$ cat src/rtl/multicycle_control_pkg.sv
// rtl/multicycle_control_pkg.sv - shared state encoding, opcodes and ALU codes for the multicycle controller
package multicycle_control_pkg;

    typedef enum logic [3:0] {
        S_FETCH   = 4'd0,
        S_FETCH2  = 4'd1,
        S_DECODE  = 4'd2,
        S_MEMADR  = 4'd3,
        S_MEMRD   = 4'd4,
        S_MEMWB   = 4'd5,
        S_MEMWR   = 4'd6,
        S_EXEC    = 4'd7,
        S_RTYPEWB = 4'd8,
        S_BRANCH  = 4'd9,
        S_ADDIEX  = 4'd10,
        S_ADDIWB  = 4'd11,
        S_JUMP    = 4'd12,
        S_HALT    = 4'd13
    } state_t;

    localparam logic [5:0] OP_LW    = 6'b100011;
    localparam logic [5:0] OP_SW    = 6'b101011;
    localparam logic [5:0] OP_RTYPE = 6'b000000;
    localparam logic [5:0] OP_BEQ   = 6'b000100;
    localparam logic [5:0] OP_ADDI  = 6'b001000;
    localparam logic [5:0] OP_J     = 6'b000010;

    localparam logic [1:0] ALUOP_ADD   = 2'b00;
    localparam logic [1:0] ALUOP_SUB   = 2'b01;
    localparam logic [1:0] ALUOP_FUNCT = 2'b10;

    typedef struct packed {
        logic       pc_write_cond;
        logic       pc_write;
        logic       i_or_d;
        logic       mem_read;
        logic       mem_write;
        logic       mem_to_reg;
        logic       ir_write;
        logic       alu_src_a;
        logic       reg_write;
        logic       reg_dst;
        logic [1:0] pc_source;
        logic [1:0] alu_src_b;
        logic [1:0] alu_op;
        logic       instr_done;
    } ctrl_t;

endpackage

$ cat src/rtl/multicycle_control_decode.sv
// rtl/multicycle_control_decode.sv - Moore state-to-datapath-controls table
module multicycle_control_decode
    import multicycle_control_pkg::*;
(
    input  state_t state,
    output ctrl_t  ctrl
);

    // Every control defaults to 0; each state raises only what it needs
    always_comb begin
        ctrl = '0;
        case (state)
            S_FETCH: begin
                ctrl.mem_read  = 1'b1;
                ctrl.alu_src_b = 2'b01;
                ctrl.alu_op    = ALUOP_ADD;
                ctrl.pc_source = 2'b00;
                ctrl.pc_write  = 1'b1;
            end
            S_FETCH2: begin
                ctrl.mem_read = 1'b1;
                ctrl.ir_write = 1'b1;
            end
            S_DECODE: begin
                // PC + (sign-extended offset << 2) lands in ALUOut for a later branch
                ctrl.alu_src_b = 2'b11;
                ctrl.alu_op    = ALUOP_ADD;
            end
            S_MEMADR, S_ADDIEX: begin
                ctrl.alu_src_a = 1'b1;
                ctrl.alu_src_b = 2'b10;
                ctrl.alu_op    = ALUOP_ADD;
            end
            S_MEMRD: begin
                ctrl.i_or_d   = 1'b1;
                ctrl.mem_read = 1'b1;
            end
            S_MEMWB: begin
                ctrl.i_or_d     = 1'b1;
                ctrl.mem_read   = 1'b1;
                ctrl.mem_to_reg = 1'b1;
                ctrl.reg_write  = 1'b1;
                ctrl.instr_done = 1'b1;
            end
            S_MEMWR: begin
                ctrl.i_or_d     = 1'b1;
                ctrl.mem_write  = 1'b1;
                ctrl.instr_done = 1'b1;
            end
            S_EXEC: begin
                ctrl.alu_src_a = 1'b1;
                ctrl.alu_src_b = 2'b00;
                ctrl.alu_op    = ALUOP_FUNCT;
            end
            S_RTYPEWB: begin
                ctrl.reg_dst    = 1'b1;
                ctrl.reg_write  = 1'b1;
                ctrl.instr_done = 1'b1;
            end
            S_BRANCH: begin
                ctrl.alu_src_a     = 1'b1;
                ctrl.alu_src_b     = 2'b00;
                ctrl.alu_op        = ALUOP_SUB;
                ctrl.pc_write_cond = 1'b1;
                ctrl.pc_source     = 2'b01;
                ctrl.instr_done    = 1'b1;
            end
            S_ADDIWB: begin
                ctrl.reg_write  = 1'b1;
                ctrl.instr_done = 1'b1;
            end
            S_JUMP: begin
                ctrl.pc_source  = 2'b10;
                ctrl.pc_write   = 1'b1;
                ctrl.instr_done = 1'b1;
            end
            default: ;
        endcase
    end

endmodule

$ cat src/rtl/multicycle_control.sv
// rtl/multicycle_control.sv - multicycle MIPS-style control FSM: state register and sequencing
module multicycle_control
    import multicycle_control_pkg::*;
#(
    parameter bit HALT_ON_ILLEGAL = 1'b0
)
(
    input  logic       clk,
    input  logic       reset,
    input  logic [5:0] opCode,
    output logic       PCWriteCond,
    output logic       PCWrite,
    output logic       IorD,
    output logic       MemRead,
    output logic       MemWrite,
    output logic       MemtoReg,
    output logic       IRWrite,
    output logic       ALUSrcA,
    output logic       RegWrite,
    output logic       RegDst,
    output logic [1:0] PCSource,
    output logic [1:0] ALUSrcB,
    output logic [1:0] ALUOp,
    output logic [3:0] state,
    output logic       instr_done,
    output logic       illegal_op
);

    state_t state_q;
    state_t state_d;
    ctrl_t  ctrl_raw;
    ctrl_t  ctrl;
    logic   illegal_raw;

    multicycle_control_decode u_decode (
        .state (state_q),
        .ctrl  (ctrl_raw)
    );

    // State register; reset aborts any instruction in flight and parks in FETCH
    always_ff @(posedge clk or negedge reset) begin
        if (!reset) begin
            state_q <= S_FETCH;
        end else begin
            state_q <= state_d;
        end
    end

    // Sequencing; opCode is only looked at in DECODE and MEMADR
    always_comb begin
        state_d     = S_FETCH;
        illegal_raw = 1'b0;
        case (state_q)
            S_FETCH:  state_d = S_FETCH2;
            S_FETCH2: state_d = S_DECODE;
            S_DECODE: begin
                case (opCode)
                    OP_LW, OP_SW: state_d = S_MEMADR;
                    OP_RTYPE:     state_d = S_EXEC;
                    OP_BEQ:       state_d = S_BRANCH;
                    OP_ADDI:      state_d = S_ADDIEX;
                    OP_J:         state_d = S_JUMP;
                    default: begin
                        illegal_raw = 1'b1;
                        state_d     = HALT_ON_ILLEGAL ? S_HALT : S_FETCH;
                    end
                endcase
            end
            S_MEMADR: state_d = (opCode == OP_LW) ? S_MEMRD : S_MEMWR;
            S_MEMRD:  state_d = S_MEMWB;
            S_EXEC:   state_d = S_RTYPEWB;
            S_ADDIEX: state_d = S_ADDIWB;
            S_HALT:   state_d = S_HALT;
            // final states of each instruction and the unused codes 14-15
            default:  state_d = S_FETCH;
        endcase
    end

    // FETCH is the reset state but must not drive the datapath while reset is held
    always_comb begin
        ctrl = reset ? ctrl_raw : '0;
    end

    assign illegal_op  = reset & illegal_raw;
    assign state       = state_q;
    assign PCWriteCond = ctrl.pc_write_cond;
    assign PCWrite     = ctrl.pc_write;
    assign IorD        = ctrl.i_or_d;
    assign MemRead     = ctrl.mem_read;
    assign MemWrite    = ctrl.mem_write;
    assign MemtoReg    = ctrl.mem_to_reg;
    assign IRWrite     = ctrl.ir_write;
    assign ALUSrcA     = ctrl.alu_src_a;
    assign RegWrite    = ctrl.reg_write;
    assign RegDst      = ctrl.reg_dst;
    assign PCSource    = ctrl.pc_source;
    assign ALUSrcB     = ctrl.alu_src_b;
    assign ALUOp       = ctrl.alu_op;
    assign instr_done  = ctrl.instr_done;

endmodule

$ cat config.mk
export PLATFORM = sky130hd
export DESIGN_NAME = multicycle_control
export DESIGN_NICKNAME = d
export VERILOG_FILES = /design/src/rtl/multicycle_control_pkg.sv /design/src/rtl/multicycle_control_decode.sv /design/src/rtl/multicycle_control.sv
export SDC_FILE = /design/constraint.sdc
export NUM_CORES = 1
export LEC_CHECK = 0
export ABC_CLOCK_PERIOD_IN_PS = 1500
export BUFFER_PORTS_ARGS = -buffer_cell sky130_fd_sc_hd__buf_2
export CORE_MARGIN = 5
export CORE_UTILIZATION = 44
export DETAILED_ROUTE_END_ITERATION = 10
export PLACE_DENSITY = 0.79
export SYNTH_ARGS = -nofsm -noshare
export SYNTH_HDL_FRONTEND = slang
export SYNTH_SLANG_ARGS = --single-unit
$ cat constraint.sdc
create_clock -name clk -period 1.5 [get_ports clk]
set_input_delay 0.45 -clock clk [delete_from_list [all_inputs] [get_ports clk]]
set_output_delay 0.45 -clock clk [all_outputs]
set_load 0.1 [all_outputs]
==> metrics.md, run 1 <==
| Metric | Value |
|---|---|
| Status | `stopped before the end` |
| Fail Step | `detailed placement (3_5_place_dp)` |
| Tool error | `[ERROR DPL-0038] Utilization greater than 100%, impossible to legalize` |
| Mapped Cells | `82` |
| RePlAce Congestion | `~0.9` |
| Top cells by area, synth | `dfrtp_1 (17%), nor2_1 (5.6%), buf_6 (5.6%)` |
| Port bufs | `29` |
| Die Span X | `47.0 um` |
| Synth unique cells | `35` |
| Seq cells post-synth | `4` |
| Most common cell in the netlist | `nor2_1` |
| Ys Warns | `0` |
| Mapped Area | `602 um^2` |
| Register area share after synthesis | `between 10% and 20%` |
| Ys async rst share | `100%` |
| Post-synth EDFFs | `0` |
| Synth area leader | `dfrtp_1` |
| Post-synth top cells | `nor2_1 (9), nand2_1 (7), nor3_1 (6)` |
| Post-synthesis area per instance | `roughly 7.3 um^2` |
| Main flop type after synthesis | `dfrtp_1` |
| Die height | `roughly 47 um` |
| Std cell rows | `13` |
| Top Ports | `30` |
| Post-Syn Nets | `90` |
| Initial Util | `46.2%` |
| Top cell type's share of synthesized area | `16.6%` |
per-stage QoR:
| step | hold WS [ns] | setup slack, ns | instances |
|---|---|---|---|
| 3_3_place_gp | 0.444 | -0.407 | 166 |
| 2_1_floorplan | 0.154 | -1.06 | 82 |
kinds of logic after synthesis:
family / after synthesis / share of synthesized area, %
buf+inv: 8 / 9.56
flops: 4 / 16.6
compound gates: 17 / 18.3
mux: 2 / 3.33
xor+xnor: 3 / 4.37
simple gates: 48 / 47.8
==> run 2: changes to the inputs <==
- CORE_AREA: not set -> 5 5 66 68
- CORE_MARGIN: 5 -> not set
- CORE_UTILIZATION: 44 -> not set
- DIE_AREA: not set -> 0 0 71 73
- PLACE_DENSITY: 0.79 -> not set
- PLACE_DENSITY_LB_ADDON: not set -> 0.15
==> run 2 against run 1 <==
Effect of this change: the flow now finishes, with violations (negative setup slack); synthesized area is the same; synthesized cell count unchanged.
==> metrics.md, run 2 <==
| Metric | Value |
|---|---|
| Post-synth top cells | `nor2_1 (9), nand2_1 (7), nor3_1 (6)` |
| 1st-pass router iterations | `4` |
| TritonCTS clock tree | `yes` |
| Leak | `0.806 nW` |
| Clk buf depth | `2` |
| Clk_skew | `0.000527 ns` |
| Seq cells post-synth | `4 (unchanged)` |
| Drt wl/cell | `12.2 um` |
| NumNets Final | `171` |
| RSZ-0062 raised after global routing | `yes` |
| Vias per inst | `4.31` |
| Clk_lat worst skew | `0.22 ns` |
| Min-delay worst type | `in2async` |
| Register area share after synthesis | `16.6% (unchanged)` |
| Synth area leader | `dfrtp_1` |
| Post-layout min period | `1.97 ns` |
| Startpoint Class | `flop` |
| Ys Warns | `0 (unchanged)` |
| Initial Util | `15.8% (-30 points)` |
| TritonCTS Buffers | `3` |
| Setup TNS | `-7.66 ns` |
| Status | `finished, violations left` |
| Final-report hold violation count | `0` |
| Slew @ Worst Pin | `0.335 ns` |
| Crit path DAT | `1.52 ns` |
| Std cell rows | `23 (+10)` |
| RePlAce Congestion | `0.808 (-11%)` |
| Die height | `73 um (+55%)` |
| 1st-iter DRT viols | `12` |
| Hold Buf Count CTS | `0` |
| Post-Syn Nets | `90 (unchanged)` |
| Global-route wire length before repair | `4.35 mm` |
| Initial antenna violation count | `0` |
| Grt total ovfl | `0` |
| Synthesis-to-finish area growth | `212%` |
| ANT cells | `0` |
| Layout cells sized above 1 | `approximately four fifths` |
| # fillers | `358` |
| Internal | `1.68 mW` |
| Normalized max-slew margin | `77.5%` |
| Setup WS pre-CTS | `-0.415 ns` |
| Main flop type after synthesis | `dfrtp_1` |
| Psw | `1.90 mW` |
| WS Path Type | `reg2out` |
| Max reg flops | `4` |
| CTS sink cnt | `4` |
| Post-synth EDFFs | `0 (unchanged)` |
| Most frequent cells in the layout | `buf_4 (39), buf_12 (23), buf_6 (13)` |
| Top cell type's share of synthesized area | `16.6% (unchanged)` |
| Post-route antenna net violation count | `0` |
| Clock network power share | `6.4%` |
| Fin. max-slew vios | `0` |
| Vias | `909` |
| Worst EP required | `1.05 ns` |
| Sequential share of power | `under 10%` |
| Synth unique cells | `35 (unchanged)` |
| Most common cell in the netlist | `nor2_1` |
| Setup slack after layout | `-0.470 ns` |
| Ys async rst share | `100% (unchanged)` |
| Core Area | `3800 um^2` |
| Crit share post-route | `131%` |
| Fmax | `508 MHz` |
| Power per cell area | `1900 nW/um^2` |
| Global Route Usage Sum | `10.3%` |
| Drt total wl | `2.58 mm` |
| Root buffer cell | `clkbuf_8` |
| Mapped Cells | `82 (unchanged)` |
| Post-synthesis area per instance | `7.34 um^2 (unchanged)` |
| VDD IR max | `0.606 mV` |
| Crit. End Element | `output port` |
| CP max FO | `4` |
| Largest net degree at the start of global routing | `9` |
| Most common cell after layout, fill and taps aside | `buf_4` |
| Failing checks | `negative setup slack` |
| Max-cap viol count | `0` |
| Vias in the first global route | `978` |
| Setup violators final | `21` |
| Die area | `between 5000 and 6000 um^2` |
| Sw Ratio | `53.1%` |
| Top Ports | `30 (unchanged)` |
| Dpl hpwl | `2.08 mm` |
| Logic gate share of total power | `86.2%` |
| Port bufs | `29 (unchanged)` |
| Mapped Area | `602 um^2 (unchanged)` |
| Top cells by area, synth | `dfrtp_1 (17%), nor2_1 (5.6%), buf_6 (5.6%)` |
| H-tree Lvls | `1` |
| Clk slew on worst S/H paths | `0.03 ns` |
| Residual DRC count | `0` |
| Die Span X | `71 um (+51%)` |
[run 2: cell counts after synthesis]
No cell type changed its count.
[run 2: critical path, stage by stage, from the launching register on]
cell and delay (ns):
dfrtp_4 0.49, buf_6 0.14, nand2b_4 0.17, nor3_4 0.29, buf_12 0.21
[run 2: what timing repair did]
action / in CTS / in global routing
setup endpoints to repair: 22 / 25
resized for setup: 25 / 6
pin swaps: 14 / 7
setup buffers: 5 / 1
[run 2: worst paths after layout]
path                                     from                  to  slack, ns  depth (start not counted)
hold / removal                          reset  state[0]$_DFF_PN0_       0.29                          2
setup reg to reg           state[2]$_DFF_PN0_  state[1]$_DFF_PN0_       0.03                          4
max in group asynchronous               reset  state[3]$_DFF_PN0_       1.10                          2
hold reg to reg            state[0]$_DFF_PN0_  state[2]$_DFF_PN0_       0.76                          2
min in group clk                    opCode[4]  state[3]$_DFF_PN0_       0.68                          5
setup / recovery           state[1]$_DFF_PN0_            ALUOp[0]      -0.47                          4
[run 2: layout make-up]
cell class              count  area (um^2)  area share (%)
repair buffers             81          930            49.5
multi-input cells          70          717            38.2
flip-flops and latches      4          115            6.13
well taps                  50         62.6            3.33
clock buffers               3         41.3            2.20
inverters                   3         11.3           0.600
[run 2: metal layers]
metal	GRT usage [%]	up-vias	routed length (um)
met3	1.93	2	151
li1	-	456	-
met5	0	-	0
met2	19.3	24	1380
met4	3.13	0	22
met1	11.8	427	1020
[run 2: through the flow]
| step | utilization [%] | cell area, um^2 | hold WS (ns) | cells | total power [mW] |
|---|---|---|---|---|---|
| final | 49.4 | 1880 | 0.286 | 211 | 3.57 |
| after global routing | 49.4 | 1880 | 0.309 | 211 | 3.73 |
| after CTS | 48.7 | 1850 | 0.309 | 212 | 3.58 |
| after detailed placement | 44.3 | 1680 | 0.516 | 205 | 3.12 |
| after global placement | 44.3 | 1680 | 0.507 | 205 | 3.11 |
| after floorplan | - | 837 | 0.154 | 82 | 1.96 |
[run 2: power by group through the flow]
stage	sequential, mW	clock (mW)	combinational [mW]
after floorplan	0.525	0	1.44
after global placement	0.263	0	2.84
after detailed placement	0.266	0	2.86
after CTS	0.271	0.233	3.07
after global routing	0.279	0.240	3.21
final	0.264	0.228	3.08
[run 2: logic make-up after synthesis]
logic type	share of synthesized area [%]
AOI/OAI and AO/OA	18.3
xor gates and xnor gates	4.37
buffers and inverters	9.56
DFF	16.6
muxes	3.33
and+or+nand+nor	47.8
(Power assumes the default switching activity.)
==> run 3: changes to the inputs <==
- PLACE_DENSITY_LB_ADDON: 0.15 -> 0.05
==> run 3 against run 2 <==
Effect of this change: the flow still finishes with violations (negative setup slack); cell area up 4.7%; via count is 4.0% higher; die area unchanged; non-clock buffer count grew 6; clock skew rose by 0.0030 ns; sequential share of layout area is 0.28 points lower.
==> metrics.md, run 3 (synthesized netlist as in run 2, its figures left out) <==
| Metric | Value |
|---|---|
| Status | `finished, violations left` |
| Failing checks | `negative setup slack` |
| Most frequent cells in the layout | `buf_4 (38), buf_12 (24), buf_6 (17)` |
| TritonCTS Buffers | `3 (unchanged)` |
| Hold Buf Count CTS | `0 (unchanged)` |
| Most common cell after layout, fill and taps aside | `buf_4` |
| Clk_skew | `0.00353 ns (+0.00301 ns)` |
| Normalized max-slew margin | `73.5% (-4.0 points)` |
| Fin. max-slew vios | `0 (unchanged)` |
| Clk_lat worst skew | `0.22 ns (about the same)` |
| Final design instance area without fill | `1970 um^2 (+4.7%)` |
| RSZ-0062 raised after global routing | `yes` |
| Synthesis-to-finish area growth | `227%` |
| Setup violators final | `23 (+9.5%)` |
| Slew @ Worst Pin | `0.398 ns (+0.0628 ns)` |
| Fmax | `506 MHz (-0.34%)` |
| Min-delay worst type | `in2async` |
| Die height | `73 um (unchanged)` |
| 1st-pass router iterations | `4 (unchanged)` |
| Initial Util | `15.8% (unchanged)` |
| Clk buf depth | `2 (unchanged)` |
| Clk slew on worst S/H paths | `0.03 ns (about the same)` |
| Setup slack after layout | `-0.476 ns (-0.00670 ns)` |
| NumNets Final | `177 (+3.5%)` |
| ANT cells | `0 (unchanged)` |
| Crit. End Element | `output port` |
| RePlAce Congestion | `0.754 (-6.7%)` |
| VDD IR max | `0.705 mV (+16%)` |
| Max reg flops | `4 (unchanged)` |
| Vias | `945 (+4.0%)` |
| CTS sink cnt | `4 (unchanged)` |
| Dpl hpwl | `2.27 mm (+9.3%)` |
| Root buffer cell | `clkbuf_8` |
| Worst EP required | `1.05 ns (about the same)` |
| CP max FO | `7 (+3)` |
| Power per cell area | `1920 nW/um^2 (+0.92%)` |
| Post-route antenna net violation count | `0 (unchanged)` |
| Die Span X | `71 um (unchanged)` |
| Placement Cell Area | `1700 um^2 (+0.74%)` |
| Post-layout min period | `1.98 ns (+0.00670 ns)` |
| Top Ports | `30 (unchanged)` |
| Grt total ovfl | `0 (unchanged)` |
| Std cell rows | `23 (unchanged)` |
| WHS | `0.0406 ns (-0.245 ns)` |
| WS Path Type | `reg2out` |
| Global Route Usage Sum | `11.3% (+1.0 points)` |
| Global-route wire length before repair | `4.71 mm (+8.1%)` |
| Core Area | `3800 um^2 (unchanged)` |
| Max-cap viol count | `0 (unchanged)` |
| Setup WS pre-CTS | `-0.427 ns (-0.0114 ns)` |
| Crit share post-route | `132% (+0.45 points)` |
| Setup TNS | `-8.00 ns (-0.333 ns)` |
| Port bufs | `29 (unchanged)` |
| Final-report hold violation count | `0 (unchanged)` |
| TritonCTS clock tree | `yes` |
| Startpoint Class | `flop` |
| 1st-iter DRT viols | `5 (-7)` |
| Leak | `0.855 nW (+6.0%)` |
| Vias per inst | `4.35 (+1.1%)` |
| Drt total wl | `2.85 mm (+11%)` |
| Residual DRC count | `0 (unchanged)` |
| Crit path DAT | `1.53 ns (about the same)` |
| Initial antenna violation count | `0 (unchanged)` |
| Drt wl/cell | `13.1 um (+7.5%)` |
| Die area | `5180 um^2 (unchanged)` |
| H-tree Lvls | `1 (unchanged)` |
| Vias in the first global route | `1,022 (+4.5%)` |
| Largest net degree at the start of global routing | `8 (-1)` |
| Layout cells sized above 1 | `81.4% (+1.9 points)` |
run 3: changes by cell type in the layout (fill, tap and decap cells not counted), sizes merged:
cell / before / now
buf: 81 / 87
run 3: final timing paths:
kind / startpoint / to / slack, ns / cells past startpoint
max: state[3]$_DFF_PN0_ / instr_done / -0.48 / 4
min: reset / state[2]$_DFF_PN0_ / 0.04 / 1
max reg2reg: state[2]$_DFF_PN0_ / state[1]$_DFF_PN0_ / -0.03 / 5
min reg2reg: state[3]$_DFF_PN0_ / state[2]$_DFF_PN0_ / 0.75 / 2
max in group asynchronous: reset / state[1]$_DFF_PN0_ / 1.07 / 3
min in group clk: opCode[4] / state[3]$_DFF_PN0_ / 0.68 / 5
run 3: cell type report:
cell class,instances,area [um^2]
multi-input cells,70,728
well taps,50,62.6
flip-flops and latches,4,115
clock buffers,3,41.3
fillers,373,1830
inverters,3,11.3
repair buffers,87,1010
run 3: what timing repair did:
action / in CTS / in global routing
setup endpoints to repair: 22 / 25
pin swaps: 9 / 12
buffers inserted: 8 / 3
gates resized for setup: 24 / 19
endpoints found under the hold margin: 0 / 0
run 3: metrics by stage:
stage               total power, mW  instances  utilization [%]
finish                         3.78        217             51.7
CTS                            3.66        215             49.3
detailed placement             3.14        205             44.6
floorplan                      1.96         82                -
global placement               3.13        205             44.6
global route                   3.93        217             51.7
run 3: power breakdown:
group / switching, mW / internal, mW / total (mW)
logic: 1.79 / 1.47 / 3.26
registers: 0.106 / 0.176 / 0.282
clock network: 0.0620 / 0.172 / 0.234
run 3: per-layer routing:
| metal | track usage (%) | part of all wire [%] | up-vias |
|---|---|---|---|
| li1 | - | - | 472 |
| met1 | 12.8 | 39 | 444 |
| met2 | 21.3 | 56 | 24 |
| met3 | 1.24 | 3.8 | 5 |
| met4 | 4.80 | 1.5 | 0 |
| met5 | 0 | 0 | - |
run 3: critical path, cell delays in order (launching register included):
cell and delay [ns]:
dfrtp_4 0.52, and2b_2 0.31, mux2i_2 0.11, a21oi_4 0.17
buf_12 0.19
